$ cat config.mk
export PLATFORM = sky130hd
export DESIGN_NAME = game_state_fsm_flat
export DESIGN_NICKNAME = d
export VERILOG_FILES = /design/src/rtl/game_state_fsm_if.sv /design/src/rtl/game_state_fsm.sv /design/src/flat_wrapper.sv
export SDC_FILE = /design/constraint.sdc
export NUM_CORES = 1
export LEC_CHECK = 0
export ABC_AREA = 1
export BUFFER_PORTS_ARGS = -buffer_cell sky130_fd_sc_hd__clkbuf_2
export CORE_UTILIZATION = 41
export CTS_CLUSTER_DIAMETER = 40
export DETAILED_ROUTE_END_ITERATION = 8
export PLACE_DENSITY = 0.69
export SLEW_MARGIN = 15
export SYNTH_ARGS = -nofsm -noshare
export SYNTH_HDL_FRONTEND = slang
export SYNTH_SLANG_ARGS = --single-unit
$ cat constraint.sdc
create_clock -name i_Clk -period 2.1 [get_ports i_Clk]
set_clock_uncertainty 0.1 [all_clocks]
set_input_delay 0.21 -clock i_Clk [delete_from_list [all_inputs] [get_ports i_Clk]]
set_output_delay 0.21 -clock i_Clk [all_outputs]
set_load 0.02 [all_outputs]
$ cat src/rtl/game_state_fsm_if.sv
// rtl/game_state_fsm_if.sv - game sequencer link to char ctrl, collision detector and HUD
interface game_state_fsm_if;
  logic       i_Start;
  logic       i_Has_Collided;
  logic       i_Level_Up;
  logic [3:0] i_Score;
  logic       o_Game_Active;
  logic       o_End_Game;
  logic [2:0] o_Lives;
  logic [2:0] o_State;
  logic       o_Hit_Flash;
  logic       o_Game_Over;
  logic       o_Win;

  modport master (
    input  i_Start, i_Has_Collided, i_Level_Up, i_Score,
    output o_Game_Active, o_End_Game, o_Lives, o_State,
    output o_Hit_Flash, o_Game_Over, o_Win
  );

  modport slave (
    output i_Start, i_Has_Collided, i_Level_Up, i_Score,
    input  o_Game_Active, o_End_Game, o_Lives, o_State,
    input  o_Hit_Flash, o_Game_Over, o_Win
  );
endinterface

$ cat src/rtl/game_state_fsm.sv
// rtl/game_state_fsm.sv - frog game sequencer: lives and IDLE/PLAY/HIT/OVER/WIN flow
module game_state_fsm #(
  parameter int C_LIVES_INI      = 3,
  parameter int C_WIN_SCORE      = 9,
  parameter int C_RESPAWN_CYCLES = 12500000
) (
  input  logic                  i_Clk,
  input  logic                  i_Rst_N,
  game_state_fsm_if.master      game_bus
);

  typedef enum logic [2:0] {
    ST_IDLE = 3'd0,
    ST_PLAY = 3'd1,
    ST_HIT  = 3'd2,
    ST_OVER = 3'd3,
    ST_WIN  = 3'd4
  } state_t;

  localparam logic [2:0]  LP_LIVES_INI = 3'(C_LIVES_INI);
  localparam logic [3:0]  LP_WIN_SCORE = 4'(C_WIN_SCORE);
  localparam logic [31:0] LP_HIT_LAST  = 32'(C_RESPAWN_CYCLES - 1);

  state_t      r_State;
  logic [31:0] r_Count;
  logic        r_Start_Sync1;
  logic        r_Start_Sync2;
  logic        r_Start_Prev;
  logic        r_Coll_Prev;
  logic        w_Start_Rise;
  logic        w_Hit_Event;

  // Sync/edge regs reset high so a start held through reset release is not a start
  assign w_Start_Rise = r_Start_Sync2 & ~r_Start_Prev;
  assign w_Hit_Event  = game_bus.i_Has_Collided & ~r_Coll_Prev;
  assign game_bus.o_State = r_State;

  always_ff @(posedge i_Clk or negedge i_Rst_N) begin
    if (!i_Rst_N) begin
      r_State                <= ST_IDLE;
      r_Count                <= '0;
      r_Start_Sync1          <= 1'b1;
      r_Start_Sync2          <= 1'b1;
      r_Start_Prev           <= 1'b1;
      r_Coll_Prev            <= 1'b0;
      game_bus.o_Game_Active <= 1'b0;
      game_bus.o_End_Game    <= 1'b0;
      game_bus.o_Lives       <= LP_LIVES_INI;
      game_bus.o_Hit_Flash   <= 1'b0;
      game_bus.o_Game_Over   <= 1'b0;
      game_bus.o_Win         <= 1'b0;
    end else begin
      r_Start_Sync1       <= game_bus.i_Start;
      r_Start_Sync2       <= r_Start_Sync1;
      r_Start_Prev        <= r_Start_Sync2;
      r_Coll_Prev         <= game_bus.i_Has_Collided;
      game_bus.o_End_Game <= 1'b0;

      case (r_State)
        ST_IDLE, ST_OVER, ST_WIN: begin
          if (w_Start_Rise) begin
            r_State                <= ST_PLAY;
            game_bus.o_Lives       <= LP_LIVES_INI;
            game_bus.o_End_Game    <= 1'b1;
            game_bus.o_Game_Active <= 1'b1;
            game_bus.o_Game_Over   <= 1'b0;
            game_bus.o_Win         <= 1'b0;
          end
        end

        // A hit takes priority over a winning level-up in the same cycle
        ST_PLAY: begin
          if (w_Hit_Event) begin
            game_bus.o_Game_Active <= 1'b0;
            if (game_bus.o_Lives > 3'd1) begin
              r_State              <= ST_HIT;
              r_Count              <= '0;
              game_bus.o_Lives     <= game_bus.o_Lives - 3'd1;
              game_bus.o_Hit_Flash <= 1'b1;
            end else begin
              r_State              <= ST_OVER;
              game_bus.o_Lives     <= 3'd0;
              game_bus.o_Game_Over <= 1'b1;
            end
          end else if (game_bus.i_Level_Up && (game_bus.i_Score >= LP_WIN_SCORE)) begin
            r_State                <= ST_WIN;
            game_bus.o_Game_Active <= 1'b0;
            game_bus.o_Win         <= 1'b1;
          end
        end

        ST_HIT: begin
          if (r_Count == LP_HIT_LAST) begin
            r_State                <= ST_PLAY;
            game_bus.o_Game_Active <= 1'b1;
            game_bus.o_Hit_Flash   <= 1'b0;
          end else begin
            r_Count <= r_Count + 32'd1;
          end
        end

        default: begin
          r_State                <= ST_IDLE;
          game_bus.o_Game_Active <= 1'b0;
          game_bus.o_Hit_Flash   <= 1'b0;
          game_bus.o_Game_Over   <= 1'b0;
          game_bus.o_Win         <= 1'b0;
        end
      endcase
    end
  end

endmodule

$ cat src/flat_wrapper.sv
// flat-port wrapper written by rule: the top's interface ports become plain ports
module game_state_fsm_flat 
#(
  parameter int C_LIVES_INI      = 3,
  parameter int C_WIN_SCORE      = 9,
  parameter int C_RESPAWN_CYCLES = 12500000
)
  (i_Clk, i_Rst_N, game_bus_i_Start, game_bus_i_Has_Collided, game_bus_i_Level_Up, game_bus_i_Score, game_bus_o_Game_Active, game_bus_o_End_Game, game_bus_o_Lives, game_bus_o_State, game_bus_o_Hit_Flash, game_bus_o_Game_Over, game_bus_o_Win);
  game_state_fsm_if game_bus_i ();
  input  logic i_Clk;
  input  logic i_Rst_N;
  input wire logic [$bits(game_bus_i.i_Start)-1:0] game_bus_i_Start;
  input wire logic [$bits(game_bus_i.i_Has_Collided)-1:0] game_bus_i_Has_Collided;
  input wire logic [$bits(game_bus_i.i_Level_Up)-1:0] game_bus_i_Level_Up;
  input wire logic [$bits(game_bus_i.i_Score)-1:0] game_bus_i_Score;
  output wire logic [$bits(game_bus_i.o_Game_Active)-1:0] game_bus_o_Game_Active;
  output wire logic [$bits(game_bus_i.o_End_Game)-1:0] game_bus_o_End_Game;
  output wire logic [$bits(game_bus_i.o_Lives)-1:0] game_bus_o_Lives;
  output wire logic [$bits(game_bus_i.o_State)-1:0] game_bus_o_State;
  output wire logic [$bits(game_bus_i.o_Hit_Flash)-1:0] game_bus_o_Hit_Flash;
  output wire logic [$bits(game_bus_i.o_Game_Over)-1:0] game_bus_o_Game_Over;
  output wire logic [$bits(game_bus_i.o_Win)-1:0] game_bus_o_Win;
  assign game_bus_i.i_Start = game_bus_i_Start;
  assign game_bus_i.i_Has_Collided = game_bus_i_Has_Collided;
  assign game_bus_i.i_Level_Up = game_bus_i_Level_Up;
  assign game_bus_i.i_Score = game_bus_i_Score;
  assign game_bus_o_Game_Active = game_bus_i.o_Game_Active;
  assign game_bus_o_End_Game = game_bus_i.o_End_Game;
  assign game_bus_o_Lives = game_bus_i.o_Lives;
  assign game_bus_o_State = game_bus_i.o_State;
  assign game_bus_o_Hit_Flash = game_bus_i.o_Hit_Flash;
  assign game_bus_o_Game_Over = game_bus_i.o_Game_Over;
  assign game_bus_o_Win = game_bus_i.o_Win;
  game_state_fsm #(.C_LIVES_INI(C_LIVES_INI), .C_WIN_SCORE(C_WIN_SCORE), .C_RESPAWN_CYCLES(C_RESPAWN_CYCLES)) u_core (.i_Clk(i_Clk), .i_Rst_N(i_Rst_N), .game_bus(game_bus_i));
endmodule
==> results.md <==
- The run finished with clean final reports.
- STA puts the critical path data arrival time at 1.99 ns.
- In this run the worst path has a maximum fanout of 32.
- The number of nets produced by synthesis is 446.
- The routed layout has 2682 vias.
- The total power divided by cell area is 850 mW/mm^2.
- The clock passes through at most 2 buffers.
- The area enclosed by the die boundary is 0.00746 sq mm.
- The final count of pins violating max slew is 0.
- The mean routed wirelength per cell is 12.0 microns.
- The pre-antenna-repair detailed-routing pass consisted of 4 iterations.
- The maximum level of the CTS H-tree is 2.
- Setup violations remaining at the end of the flow were counted as 0.
- Clock-pin slew was measured on the worst setup and hold paths at 0.08 ns.
- The biggest cell delay along the critical path is 0.55 ns.
- The area of the core is 0.00683 sq mm.
- The net count of the finished layout is 473.
- The cell with the most instances on the worst path is sky130_fd_sc_hd__nand2_1.
- Yosys mapped a number of flops with a built-in enable equal to 0.
- The number of antenna diodes in the final layout is 0.
- The data required time at the worst endpoint is 2.19 ns.
- Based on the critical path, the design can be clocked at up to 526 MHz.
- Synthesis handed over a netlist of 434 instances.
- CTS placed an instance of sky130_fd_sc_hd__clkbuf_8 at the clock tree root.
- The layout cell share with drive strength beyond 1 is 11.0%.
- The post-synthesis to final-layout area growth is 11.3%.
- The most used flip-flop cell after synthesis is sky130_fd_sc_hd__dfrtp_1.
- The total I/O pin count is 20.
- The area of the mapped netlist is 0.00292 sq mm.
- Entering global routing, the biggest net connects 48 pins.
- The weighted congestion at the end of routability-driven global placement is 0.893.
- TritonCTS built the clock tree.
- The average size of a mapped cell is 6.73 sq um.
- The startpoint kind of the worst setup timing path is a flip-flop.
- The flip-flop and latch count after synthesis is 47.
- Once detailed placement completed, the half-perimeter wirelength came to 4920 microns.
- The worst supply voltage drop on vdd is 0.000417 V.
- In this run the tightest slew margin relative to its limit is 60.6%.
- For the pin with the worst max-slew slack, the measured transition is 0.590 ns.
- The worst-skew pair later-pin latency is 0.31 ns.
- The clock net in this run drives a total of 47 sinks.
- Traced cell by cell, the critical path runs through inv_1 -> ha_1 -> o21bai_1 -> nand2_1 -> nand2_1 -> nand2_1 -> nand3_2 -> buf_6 -> nand2_1 -> nand2_1.
- The post-route fraction of the period consumed by the critical path is 90.5%.
- The worst path setup slack after routing is 0.200 ns.
- The total global routing overflow is 0.
- The global router's overall resource usage is 20.0%.
- STA classifies the critical path endpoint as a flip-flop.
- The number of antenna violations at the first check in global routing was 0.
- For this design, the slowest cell found on the critical path is sky130_fd_sc_hd__dfstp_2.
- The number of setup buffers added after CTS is 0.
- The via count of the first global-routing pass is 2522.
- For this run, design rule violations remaining after detail routing come to 0.
- In the final timing run, aggregate negative setup slack is 0 ns.
- Using the TritonRoute via totals, the vias-per-cell ratio works out to 4.81.
- The initial utilization of the core area, before any placement, comes to 42.7%.
- The pre-CTS worst setup slack is 0.167 ns.
- The final critical-path required period is 1.90 ns.
- The site row count is 30.
- The hold violation count in the final report is 0.
- Summed over all layers, the routed wires come to 6710 microns.
- The chip width is 86.4 microns.
- After synthesis, flip-flops and latches occupy 40.5% of the total area.
- Summed over all cells, the static leakage comes to 1.65 nW.
- The detailed router finished its first iteration with 186 violations.
- From bottom edge to top edge, the die measures 86.4 microns.
- The number of buffers created by CTS is 5.
- The total power of the final layout is 0.00276 W.
- The wire length of the first global-routing pass is 11700 microns.
- The critical path start-end classification is flip-flop to flip-flop.
- After synthesis, the share of flip-flops with an asynchronous set or reset is 100%.
- Buffers placed on the I/O ports in this run total 19.
- The count of maximum capacitance violations is 0.
- Counting distinct cell types in the post-synthesis netlist gives 31.
- The detail route stage leaves a number of antenna-violating nets equal to 0.
- Setup repair after global routing left no endpoint under its margin.
- The tightest min-delay check is of the primary input to flip-flop type.
- During synthesis, Yosys emitted a total of 0 warnings.
sequential cells by signal, indices dropped and copies added, names as in the netlist:
name                           flops
u_core.game_bus.o_End_Game         1
u_core.r_Count                    32
u_core.r_Coll_Prev                 1
u_core.r_Start_Prev                1
u_core.game_bus.o_Game_Active      1
u_core.game_bus.o_Lives            3
u_core.game_bus.o_Game_Over        1
u_core.game_bus.o_State            3
u_core.r_Start_Sync2               1
u_core.game_bus.o_Hit_Flash        1
u_core.r_Start_Sync1               1
u_core.game_bus.o_Win              1
placed cells by master, fill, tap and decap left out, types with 2 or more instances in the layout:
master                          count
sky130_fd_sc_hd__nand2_1          190
sky130_fd_sc_hd__dfstp_2            5
sky130_fd_sc_hd__nand3b_1           2
sky130_fd_sc_hd__nand4_1            4
sky130_fd_sc_hd__nand3_1           46
sky130_fd_sc_hd__nor2_4             2
sky130_fd_sc_hd__clkbuf_1           2
sky130_fd_sc_hd__buf_4              3
sky130_fd_sc_hd__ha_1               3
sky130_fd_sc_hd__o21ai_1            2
sky130_fd_sc_hd__nor3_1             5
sky130_fd_sc_hd__dlygate4sd3_1      3
sky130_fd_sc_hd__nor2_2             5
sky130_fd_sc_hd__o21ai_0            6
sky130_fd_sc_hd__inv_1             39
sky130_fd_sc_hd__xor2_1             7
sky130_fd_sc_hd__clkbuf_2          19
sky130_fd_sc_hd__inv_2              4
sky130_fd_sc_hd__xnor2_1            3
sky130_fd_sc_hd__nor2_1            49
sky130_fd_sc_hd__clkbuf_8           5
sky130_fd_sc_hd__dfrtp_1           42
sky130_fd_sc_hd__a21oi_1            3
power by group:
group / switching, W / total (W) / leakage [nW] / internal, W
Sequential: 0.000109 / 0.00113 / 0.628 / 0.00102
Clock: 0.000303 / 0.000659 / 0.0524 / 0.000357
Combinational: 0.000670 / 0.000970 / 0.975 / 0.000300
kinds of logic after synthesis:
group,after synthesis,synth area share [%]
AO/OA/AOI/OAI,16,3.21
XOR/XNOR,10,3.00
adder cells (fa/ha/maj),3,1.29
buffers and inverters,49,7.41
flip-flops,47,40.5
AND/OR/NAND/NOR,309,44.6
synthesized netlist by cell type (2+ instances only):
master	instances	area (sq um)
sky130_fd_sc_hd__nor2_4	2	22.5
sky130_fd_sc_hd__nand2_1	190	713
sky130_fd_sc_hd__inv_2	4	15.0
sky130_fd_sc_hd__nand3b_1	2	15.0
sky130_fd_sc_hd__dfrtp_1	42	1050
sky130_fd_sc_hd__a21oi_1	3	15.0
sky130_fd_sc_hd__o21ai_1	2	10.0
sky130_fd_sc_hd__nor2_1	49	184
sky130_fd_sc_hd__buf_2	2	10.0
sky130_fd_sc_hd__inv_1	39	146
sky130_fd_sc_hd__xor2_1	7	61.3
sky130_fd_sc_hd__nand3_1	46	230
sky130_fd_sc_hd__ha_1	3	37.5
sky130_fd_sc_hd__nor2_2	5	31.3
sky130_fd_sc_hd__nand4_1	4	25.0
sky130_fd_sc_hd__o21ai_0	6	30.0
sky130_fd_sc_hd__dfstp_2	5	131
sky130_fd_sc_hd__buf_6	4	45.0
sky130_fd_sc_hd__nor3_1	5	25.0
sky130_fd_sc_hd__xnor2_1	3	26.3
cell type report:
cell class              instances  area, sq um
inverters                      43          161
fillers                       693         3580
flip-flops and latches         47         1180
clock buffers                   7         76.3
multi-input cells             338         1520
clock inverters                 1         30.0
well taps                      96          120
repair buffers                 26          159
final timing paths:
path | from | cells past startpoint | endpoint | slack, ns
worst max-delay path | u_core.game_bus.o_Lives[1]$_DFFE_PN1P_ | 10 | u_core.r_Count[10]$_DFFE_PN0P_ | 0.20
worst min-delay path | game_bus_i_Level_Up | 6 | u_core.game_bus.o_Win$_DFFE_PN0P_ | 0.25
worst max register to register | u_core.game_bus.o_Lives[1]$_DFFE_PN1P_ | 10 | u_core.r_Count[10]$_DFFE_PN0P_ | 0.20
worst min register to register | u_core.r_Start_Sync1$_DFF_PN1_ | 0 | u_core.r_Start_Sync2$_DFF_PN1_ | 0.26
max in group asynchronous | i_Rst_N | 3 | u_core.r_Count[6]$_DFFE_PN0P_ | 1.06
min in group asynchronous | i_Rst_N | 3 | u_core.r_Count[21]$_DFFE_PN0P_ | 0.42
worst max-delay path, delay by kind of cell (launching register included):
family / cells / cell delay [ns]
simple gates: 6 / 0.53
buf+inv: 2 / 0.26
flops: 1 / 0.55
fa+ha+maj: 1 / 0.18
compound gates: 1 / 0.16
through the flow:
stage                     cell area (sq um)  std cells  utilization, %  hold slack [ns]
after floorplan                        2920        434               -           -0.186
after global placement                 3110        547            45.5            0.201
after detailed placement               3110        547            45.5            0.199
after CTS                              3250        558            47.5            0.242
after global routing                   3250        558            47.6            0.266
final                                  3250        558            47.6            0.245
per-layer routing:
layer	wire [microns]	GRT usage, %	part of all wire (%)	vias to the layer above
met2	3200	32.8	48	41
met1	3160	27.4	47	1232
met3	246	2.57	3.7	9
met4	104	6.52	1.6	0
li1	-	-	-	1400
met5	0	0	0	-
timing repair:
action	in CTS	in global routing
resized for setup	0	1
hold buffers	3	0
endpoints found under the hold margin	44	0
setup endpoints to repair	0	32
Power figures use the tool's default switching activity.
